--- config.mk ---
export PLATFORM = sky130hd
export DESIGN_NAME = branch_target_buffer
export DESIGN_NICKNAME = d
export VERILOG_FILES = /design/src/rtl/btb_pkg.sv /design/src/rtl/sat_counter.sv /design/src/rtl/branch_target_buffer.sv
export SDC_FILE = /design/constraint.sdc
export NUM_CORES = 1
export LEC_CHECK = 0
export ABC_CLOCK_PERIOD_IN_PS = 7250
export BUFFER_PORTS_ARGS = -buffer_cell sky130_fd_sc_hd__clkbuf_2
export CORE_MARGIN = 2
export CORE_UTILIZATION = 55
export CTS_CLUSTER_SIZE = 10
export DETAILED_ROUTE_END_ITERATION = 8
export PLACE_DENSITY = 0.72
export SLEW_MARGIN = 20
export SYNTH_ARGS = -nofsm -noshare
export SYNTH_HDL_FRONTEND = slang
export SYNTH_SLANG_ARGS = --single-unit
--- constraint.sdc ---
create_clock -name CLK -period 7.25 [get_ports CLK]
set_input_delay 0.3625 -clock CLK [delete_from_list [all_inputs] [get_ports CLK]]
set_output_delay 0.3625 -clock CLK [all_outputs]
set_load 0.005 [all_outputs]
--- src/rtl/btb_pkg.sv ---
// Package: btb_pkg
// Shared widths and the entry layout for the branch target buffer.
// Tag and counter fields are sized for the widest legal configuration
// (ENTRIES >= 2 gives at most a 29-bit tag; counters up to 8 bits). Narrower
// configurations zero-extend into these fields.
package btb_pkg;

    localparam int unsigned PC_W        = 32;
    localparam int unsigned WORD_W      = 30;
    localparam int unsigned TAG_FIELD_W = 29;
    localparam int unsigned CTR_FIELD_W = 8;

    typedef struct packed {
        logic                   valid;
        logic [TAG_FIELD_W-1:0] tag;
        logic [CTR_FIELD_W-1:0] ctr;
        logic [WORD_W-1:0]      target;
    } btb_entry_t;

endpackage

--- src/rtl/sat_counter.sv ---
// Module: sat_counter
// Combinational next value of a saturating up/down counter.
// Ports:
//   value      in  CTR_W  current counter value
//   up         in  1      1: increment, 0: decrement
//   next_value out CTR_W  value +/- 1, clamped to [0, 2**CTR_W-1]
module sat_counter #(
    parameter int unsigned CTR_W = 2
) (
    input  logic [CTR_W-1:0] value,
    input  logic             up,
    output logic [CTR_W-1:0] next_value
);

    localparam logic [CTR_W-1:0] CTR_MAX = '1;

    always_comb begin
        next_value = value;
        if (up) begin
            if (value != CTR_MAX) begin
                next_value = value + 1'b1;
            end
        end else begin
            if (value != '0) begin
                next_value = value - 1'b1;
            end
        end
    end

endmodule

--- src/rtl/branch_target_buffer.sv ---
// Module: branch_target_buffer
// Direct-mapped branch target buffer with a saturating direction counter per
// entry. Lookup is combinational; the table is written on the falling clock
// edge so an update driven after a rising edge is visible to lookups in the
// second half of the same cycle.
// Ports:
//   CLK, nRST       clock, asynchronous active-low reset
//   lookup_pc       fetch PC (bits [1:0] ignored)
//   hit             valid entry with matching tag at the lookup index
//   predict_taken   hit & counter MSB
//   target          predicted target, 0 when no hit
//   update_en       resolved branch writeback this cycle
//   update_pc       PC of the resolved branch
//   update_taken    actual outcome
//   update_target   actual target (bits [1:0] ignored)
//   flush           invalidate all entries (wins over update_en)
module branch_target_buffer
    import btb_pkg::*;
#(
    parameter int unsigned ENTRIES = 16,
    parameter int unsigned CTR_W   = 2
) (
    input  logic            CLK,
    input  logic            nRST,
    input  logic [PC_W-1:0] lookup_pc,
    output logic            hit,
    output logic            predict_taken,
    output logic [PC_W-1:0] target,
    input  logic            update_en,
    input  logic [PC_W-1:0] update_pc,
    input  logic            update_taken,
    input  logic [PC_W-1:0] update_target,
    input  logic            flush
);

    localparam int unsigned IDX_W = $clog2(ENTRIES);
    localparam int unsigned TAG_W = WORD_W - IDX_W;
    localparam logic [CTR_W-1:0] CTR_INIT = CTR_W'(2 ** (CTR_W - 1));

    btb_entry_t tbl [ENTRIES];

    logic [IDX_W-1:0]       l_idx;
    logic [TAG_FIELD_W-1:0] l_tag;
    btb_entry_t             l_entry;

    logic [IDX_W-1:0]       u_idx;
    logic [TAG_FIELD_W-1:0] u_tag;
    btb_entry_t             u_entry;
    logic                   u_hit;
    logic [CTR_W-1:0]       ctr_next;
    btb_entry_t             alloc_entry;

    // Lookup path
    assign l_idx   = lookup_pc[IDX_W+1:2];
    assign l_tag   = TAG_FIELD_W'(lookup_pc[PC_W-1:IDX_W+2]);
    assign l_entry = tbl[l_idx];

    assign hit           = l_entry.valid && (l_entry.tag == l_tag);
    assign predict_taken = hit && l_entry.ctr[CTR_W-1];
    assign target        = hit ? {l_entry.target, 2'b00} : '0;

    // Update path
    assign u_idx   = update_pc[IDX_W+1:2];
    assign u_tag   = TAG_FIELD_W'(update_pc[PC_W-1:IDX_W+2]);
    assign u_entry = tbl[u_idx];
    assign u_hit   = u_entry.valid && (u_entry.tag == u_tag);

    sat_counter #(
        .CTR_W(CTR_W)
    ) u_sat_counter (
        .value     (u_entry.ctr[CTR_W-1:0]),
        .up        (update_taken),
        .next_value(ctr_next)
    );

    always_comb begin
        alloc_entry        = '0;
        alloc_entry.valid  = 1'b1;
        alloc_entry.tag    = u_tag;
        alloc_entry.ctr    = CTR_FIELD_W'(CTR_INIT);
        alloc_entry.target = update_target[PC_W-1:2];
    end

    // Falling-edge table write; keeps the existing table's write-edge timing.
    always_ff @(negedge CLK or negedge nRST) begin
        if (!nRST) begin
            for (int unsigned i = 0; i < ENTRIES; i++) begin
                tbl[i] <= '0;
            end
        end else if (flush) begin
            for (int unsigned i = 0; i < ENTRIES; i++) begin
                tbl[i].valid <= 1'b0;
                tbl[i].ctr   <= '0;
            end
        end else if (update_en) begin
            if (u_hit) begin
                // A hit entry stays valid even when its counter reaches 0.
                tbl[u_idx].ctr <= CTR_FIELD_W'(ctr_next);
                if (update_taken) begin
                    tbl[u_idx].target <= update_target[PC_W-1:2];
                end
            end else if (update_taken) begin
                // Allocate only on taken; not-taken misses leave the table alone.
                tbl[u_idx] <= alloc_entry;
            end
        end
    end

    // Low address bits and the zero-extended field tops are intentionally unread.
    logic unused_bits;
    assign unused_bits = ^{lookup_pc[1:0], update_pc[1:0], update_target[1:0],
                           l_entry.ctr, u_entry.ctr, u_entry.target};

    logic [TAG_W-1:0] unused_tag_w;
    assign unused_tag_w = lookup_pc[PC_W-1:IDX_W+2];

endmodule
== Yosys cells after proc, flatten, opt, wreduce, memory -nomap -nowiden ==
Cells that the tools add are included.
Storage, ports and cells
  register bits after elaboration: 1088
  output and inout port bits: 34
  logic and storage cells: 140
  input bits: 101
Cells by class
  add/sub/neg operators: 2
  muxes and demuxes: 55
  $lt $le $gt $ge: 3
  eq/ne operators: 3
  bitwise gates (word level): 3
  reduce and logical (&&, ||, !) cells: 10
Operator list (number)
  two-way mux 1088 bit: 4
  bitwise mux 1088 bit: 3
  demux 68 bit (select 4 bit): 3
  binary-select mux 68 bit (select 4 bit): 2
  two-way mux 68 bit: 5
  two-way mux 8 bit: 16
  == test 29 x 26 -> 1 bit: 2
  two-way mux 38 bit: 1
  two-way mux 32 bit: 1
  two-way mux 30 bit: 1
  two-way mux 1 bit: 16
  greater-or-equal comparator 5 bit, second input constant: 2
  NOT 4 -> 5 bit: 2
  two-way mux 2 bit: 3
  nonzero test 2 bit: 3
  < comparator 5 x 1 -> 1 bit, second input constant: 1
  logical AND 1 bit: 4
  AND reduction 3 bit: 1
  nonzero test 3 bit: 1
  adder 2 x 1 -> 2 bit, second input constant: 1
  inequality test 2 bit, second input constant: 1
  AND reduction 2 bit: 1
  subtractor 2 x 1 -> 2 bit, second input constant: 1
  NOT 1 bit: 1

== Logic depth before layout (Yosys ltp) ==
Gate-level depths: netlist of run 1.
  depth in word-level cells: 13
  gate-level depth with buffers: 18
  depth with buffers taken out: 9

== By module ==
From an unflattened synthesis of run 1, not the netlist that was laid out.
Second synthesis, totals
  cells, all modules: 3045
  area total of the unflattened synthesis: 47982.3 um^2
Modules (own cells, without submodules)
  branch_target_buffer: cells an instance 3042, instances 1, area an instance 47956.0 um^2
  sat_counter: cells an instance 3, instances 1, area an instance 26.3 um^2

==> summary.md, run 1 <==
| Metric | Value |
|---|---|
| Max reg flops | `944` |
| Gpl congestion | `0.957` |
| Hold Buf Count CTS | `0` |
| Chip Width | `299 um` |
| Setup CP Type | `register to primary output` |
| Area leader, netlist | `dfrtn_1` |
| DRC violations left | `0` |
| Total gr overflow | `0` |
| Slew @ Worst Pin | `0.973 ns` |
| Pleak | `between 20 and 30 nW` |
| Crit path max fanout | `8` |
| Initial DRC count | `2,995` |
| Peak VDD IR | `0.000214 V` |
| DRT Wirelength | `141,000 um` |
| Min Hold Slack | `0.448 ns` |
| Global-route usage over all layers | `0.320` |
| Root buf cell | `clkbuf_16` |
| Power density over the cells | `241 mW/mm^2` |
| Post-synth top cells | `944 x dfrtn_1, 844 x mux2_2, 369 x mux4_2` |
| Post-synthesis sequential area ratio | `0.492` |
| Placed cell count | `4,444` |
| Post-synth ARST share | `1.00` |
| Power Total | `0.0133 W` |
| Mean Syn Cell Area | `14.9 um^2` |
| Routed vias | `31.1k` |
| Die ar. | `between 0.08 and 0.09 mm^2` |
| HPWL Detailed | `86,900 um` |
| Psw | `around 0.0034 W` |
| Worst-path clk slew | `around 0.04 ns` |
| Max Clock Skew | `0.0288 ns` |
| Netlist cell types | `between 70 and 80` |
| Post-Synthesis Cells | `around 3.2k` |
| TritonCTS clock tree | `yes` |
| H-tree Lvls | `3` |
| DR vias/cell | `roughly 6.8` |
| Core Util, Final | `0.637` |
| Number of synthesized flops with an enable pin | `0` |
| Clk buf depth | `3` |
| Most common cell in the netlist | `dfrtn_1` |
| Flip-flop and latch count after synthesis | `944` |
| RSZ-0062 raised after global routing | `true` |
| Row count | `108` |
| Layout cells sized above 1 | `0.535` |
| CP arrival | `between 7 and 8 ns` |
| Largest registers | `tbl (944)` |
| Top reg by flops | `tbl` |
| Ys flop type | `dfrtn_1` |
| Final WS setup | `-0.400 ns` |
| Area Growth Syn to Fin | `15.0%` |
| Sw Ratio | `0.259` |
| Synth area leaders | `dfrtn_1 49%, mux2_2 20%, mux4_2 17%, mux2i_1 1.8%, o21ai_0 1.6%` |
| Worst skew pair latency | `0.65 ns` |
| 1st-pass router iterations | `7` |
| Initial antenna violation count | `7` |
| Synthesized area | `between 0.04 and 0.05 mm^2` |
| Top cell type's share of synthesized area | `0.492` |
| Clk sinks | `944` |
| Nets | `3,507` |
| Non-Filler Instances | `between 4k and 5k` |
| Worst hold path class | `register to register` |
| Final setup violation count | `32` |
| Chip height | `around 300 um` |
| Slew headroom | `0.351` |
| Setup crit start kind | `register` |
| Core Box Area | `0.0866 mm^2` |
| WP data required | `about 6.9 ns` |
| Largest net degree at the start of global routing | `93` |
| Vias in the first global route | `around 33k` |
| CTS Buf Count | `106` |
| Hold Fails Final Rpt | `0` |
| Seq pwr share | `0.484` |
| Failing checks | `negative setup slack` |
| Clk pwr share | `0.357` |
| Wirelength per Cell | `30.8 um` |
| First-pass GRT wire length | `214,000 um` |
| Power Internal | `between 0.009 and 0.01 W` |
| Port Buf Inserts | `126` |
| Status | `complete, but fails checks` |
| Worst setup EP type | `primary output` |
| R2r setup slk | `roughly 3.4 ns` |
| Routed Antenna Nets | `0` |
| Max-slew violations | `0` |
| Logic gate share of total power | `0.159` |
| I/O pin total | `135` |
| Initial core utilization | `0.554` |
| Warnings, synthesis | `0` |
| Max cap viols | `0` |
[logic make-up (layout without fill, tap and decap cells)]
group	count (synthesis)	after routing	share of synthesized area
multiplexers	1307	1307	0.394
AO/OA/AOI/OAI	295	295	0.0399
AND/OR/NAND/NOR	279	280	0.0335
other	1	3	0.0000781
XOR/XNOR	44	44	0.00803
flip-flops	944	944	0.492
adder cells (fa/ha/maj)	1	1	0.000208
buffers and inverters	344	555	0.0322
[per-layer routing]
layer | up-vias | part of all wire | global-route usage
met1 | 16700 | 0.40 | 0.439
met5 | - | 0.00052 | 0
li1 | 12600 | - | -
met4 | 12 | 0.039 | 0.120
met3 | 348 | 0.077 | 0.0617
met2 | 1497 | 0.48 | 0.511
[final timing paths]
path,endpoint,cells after the start,startpoint
hold / removal,tbl[707],1,tbl[707]
setup / recovery,target[13],9,tbl[738]
setup reg to reg,tbl[789],11,tbl[250]
max in group asynchronous,tbl[266],2,nRST
min in group asynchronous,tbl[178],1,nRST
hold reg to reg,tbl[707],1,tbl[707]
[cell type report]
class / instances / area, um^2
Fill cell: 6142 / 31400
Sequential cell: 944 / 23600
Multi-Input combinational cell: 1929 / 23300
Timing Repair Buffer: 396 / 3780
Clock buffer: 122 / 2770
Tap cell: 1155 / 1450
Clock inverter: 8 / 126
Inverter: 29 / 109
Antenna cell: 1 / 2.50
[power groups by stage]
stage	Clock (W)	Sequential, W	Combinational (W)
after floorplan	0	0.00632	0.00149
after global placement	0	0.00643	0.00200
after detailed placement	0	0.00650	0.00208
after CTS	0.00482	0.00642	0.00210
after global routing	0.00503	0.00651	0.00226
final	0.00476	0.00644	0.00212
[critical path, cell delays in order, from the launching register on]
cell and delay [ns]:
dfrtn_1 0.40, mux4_2 0.50, mux4_2 0.58, xnor2_1 0.20, nand4_1 0.17, nor4_4 0.39, buf_6 0.26, buf_12 0.19
and3_4 0.21, buf_6 0.09
[placed cells by master (no fill, tap or decap), types with 13 or more instances in the layout]
cell type	n
dfrtn_1	944
xnor2_1	32
mux2_2	843
a22oi_1	15
clkbuf_2	89
buf_12	65
nand2_1	28
a22o_1	13
buf_6	35
or3_1	13
nor2b_1	26
mux2i_1	82
a21oi_1	31
clkbuf_16	110
nor2_1	31
and3_4	30
clkbuf_1	13
inv_1	27
mux4_2	369
nand2b_1	21
o21ai_0	157
buf_4	199
[repair_timing]
| action | CTS | global route |
|---|---|---|
| gates cloned | 3 | 2 |
| pin swaps | 3 | 21 |
| buffers inserted | 2 | 2 |
| setup endpoints to repair | 34 | 435 |
| hold endpoints to repair | 0 | 0 |
| gates resized for setup | 23 | 83 |
[stage by stage]
| stage | area, um^2 | TNS (ns) | setup WS [ns] |
|---|---|---|---|
| floorplan | 48200 | 0 | 0.00518 |
| global placement | 51600 | -274.43 | -0.701 |
| detailed placement | 51600 | -284.70 | -0.748 |
| CTS | 54700 | -12.57 | -0.421 |
| global route | 55200 | -12.92 | -0.445 |
| finish | 55200 | -11.59 | -0.400 |
(Power assumes the default switching activity.)
==> inputs of run 2 (changes only) <==
ABC_CLOCK_PERIOD_IN_PS = 9200   (was 7250)
clock period = 9.2 ns   (was 7.25 ns; I/O delays follow)
==> run 2 against run 1 <==
- the run now ends clean
- design area down 2.6%
- global-route usage down 1.3 points
- clock-buffer cell count up 7
- flip-flop and latch count unchanged
- total power down 21%
- sequential share of layout area up 1.1 points
- clock power down 20%
- combinational power down 25%
- utilization down 1.7 points
- critical path depth down 1
- critical path type unchanged
- largest cell class unchanged
- highest routed layer unchanged
==> summary.md, run 2 (synthesis results as in run 1) <==
| Metric | Value |
|---|---|
| Status | `finished, final reports clean` |
| Initial core utilization | `0.554` |
| Max Clock Skew | `0.0222 ns` |
| Row count | `between 100 and 150` |
| Max-slew violations | `0` |
| Routed vias | `30.5k` |
| Layout cells sized above 1 | `0.508` |
| Worst skew pair latency | `around 0.65 ns` |
| Crit path max fanout | `32` |
| Post-CTS Setup Bufs | `0` |
| Setup TNS | `0 ns` |
| Core Util, Final | `0.621` |
| Pleak | `24.5 nW` |
| Hold Startpoint | `tbl[839]` |
| R2r endpoint | `tbl[799]` |
| Clk buf depth | `3` |
| Slew @ Worst Pin | `1.02 ns` |
| Largest net degree at the start of global routing | `121` |
| Setup crit start kind | `register` |
| DRC violations left | `0` |
| 1st-pass router iterations | `6` |
| Worst setup EP type | `primary output` |
| DR vias/cell | `6.78` |
| Reg2Reg Depth | `11` |
| Setup CP Type | `register to primary output` |
| Chip height | `299 um` |
| Core Box Area | `0.0866 mm^2` |
| Commonest non-fill, non-tap cell in the layout | `dfrtn_1` |
| Gpl congestion | `0.928` |
| RSZ-0062 raised after global routing | `false` |
| Total gr overflow | `0` |
| Resize count post-CTS | `0` |
| Power density over the cells | `195 mW/mm^2` |
| Hold depth | `1` |
| DRT Wirelength | `135,000 um` |
| Worst hold path class | `register to register` |
| First-pass GRT wire length | `206,000 um` |
| Root buf cell | `clkbuf_16` |
| R2r setup slk | `between 5 and 6 ns` |
| HPWL Detailed | `83,500 um` |
| Most frequent cells in the layout | `944 x dfrtn_1, 844 x mux2_2, 369 x mux4_2` |
| WHS Endpoint | `tbl[839]` |
| CP arrival | `8.59 ns` |
| Final setup violation count | `0` |
| Hold Fails Final Rpt | `0` |
| Vias in the first global route | `about 33k` |
| Area Growth Syn to Fin | `12.0%` |
| Clk sinks | `944` |
| Max reg flops | `944` |
| Top reg by flops | `tbl` |
| Slew headroom | `0.316` |
| Cell Area, Placed | `approximately 0.051 mm^2` |
| Worst setup startpoint | `tbl[659]` |
| Peak VDD IR | `~0.00017 V` |
| R2r startpoint | `tbl[725]` |
| Chip Width | `between 200 and 300 um` |
| Routed Antenna Nets | `0` |
| I/O pin total | `about 140` |
| Initial DRC count | `2,595` |
| Max cap viols | `0` |
| WP data required | `just under 9 ns` |
| Nets | `3,418` |
| Final instance area | `roughly 0.054 mm^2` |
| Hold Buf Count CTS | `0` |
| Power Total | `0.0105 W` |
| Port Buf Inserts | `126` |
| Worst-path clk slew | `0.04 ns` |
| H-tree Lvls | `3` |
| Initial antenna violation count | `8` |
| CTS Buf Count | `about 110` |
| Die ar. | `0.0897 mm^2` |
| Min Hold Slack | `0.448 ns` |
| TritonCTS clock tree | `yes` |
| Wirelength per Cell | `roughly 30 um` |
| Global-route usage over all layers | `0.307` |
| Largest registers | `tbl (944)` |
## run 2: cell types whose count changed in the layout (fill, tap and decap cells not counted), sizes merged
cell / delta
buf: -114
clkbuf: +32
clkinv: +2
and4b: -1
clkinvlp: -1
inv: -1
## run 2: metrics by stage
stage	worst slack (ns)	std cells
3_5_place_dp	0.00391	4362
5_1_grt	0.0723	4500
2_1_floorplan	0.483	3216
4_1_cts	0.123	4499
6_report	0.148	4501
3_3_place_gp	0.0505	4362
## run 2: routing by layer
| metal | routed length [um] | track usage |
|---|---|---|
| met5 | 106 | 0 |
| met4 | 5940 | 0.129 |
| met3 | 9920 | 0.0609 |
| met2 | 65400 | 0.494 |
| met1 | 53800 | 0.411 |
## run 2: how the worst max path moves through the flow
stage	to	slack, ns	cells after the start
after CTS	target[12]	0.12	8
final	target[21]	0.15	8
after global routing	target[16]	0.07	8
after floorplan	tbl[113]	0.48	15
after global placement	tbl[810]	0.05	14
after detailed placement	tbl[805]	0.004	14
## run 2: critical path, cell delays in order, from the launching register on
cell	delay (ns)
dfrtn_1	0.37
mux4_2	0.49
mux4_2	0.56
xnor2_1	0.17
nand4_1	0.34
nor4_2	0.38
buf_4	0.54
and3_1	0.35
clkbuf_2	0.14
## run 2: report_power, final
group          total [W]  switching (W)  internal [W]
clock            0.00383        0.00166       0.00216
sequential       0.00506       0.000335       0.00473
combinational    0.00159       0.000684      0.000908
## run 2: final cells by class
class | instances | area, um^2
tap | 1155 | 1450
clock buffer | 129 | 2870
sequential | 944 | 23600
antenna | 1 | 2.50
timing repair buffer | 307 | 2600
inverter | 29 | 109
fill | 6292 | 32900
clock inverter | 8 | 118
multi-input combinational | 1928 | 23000
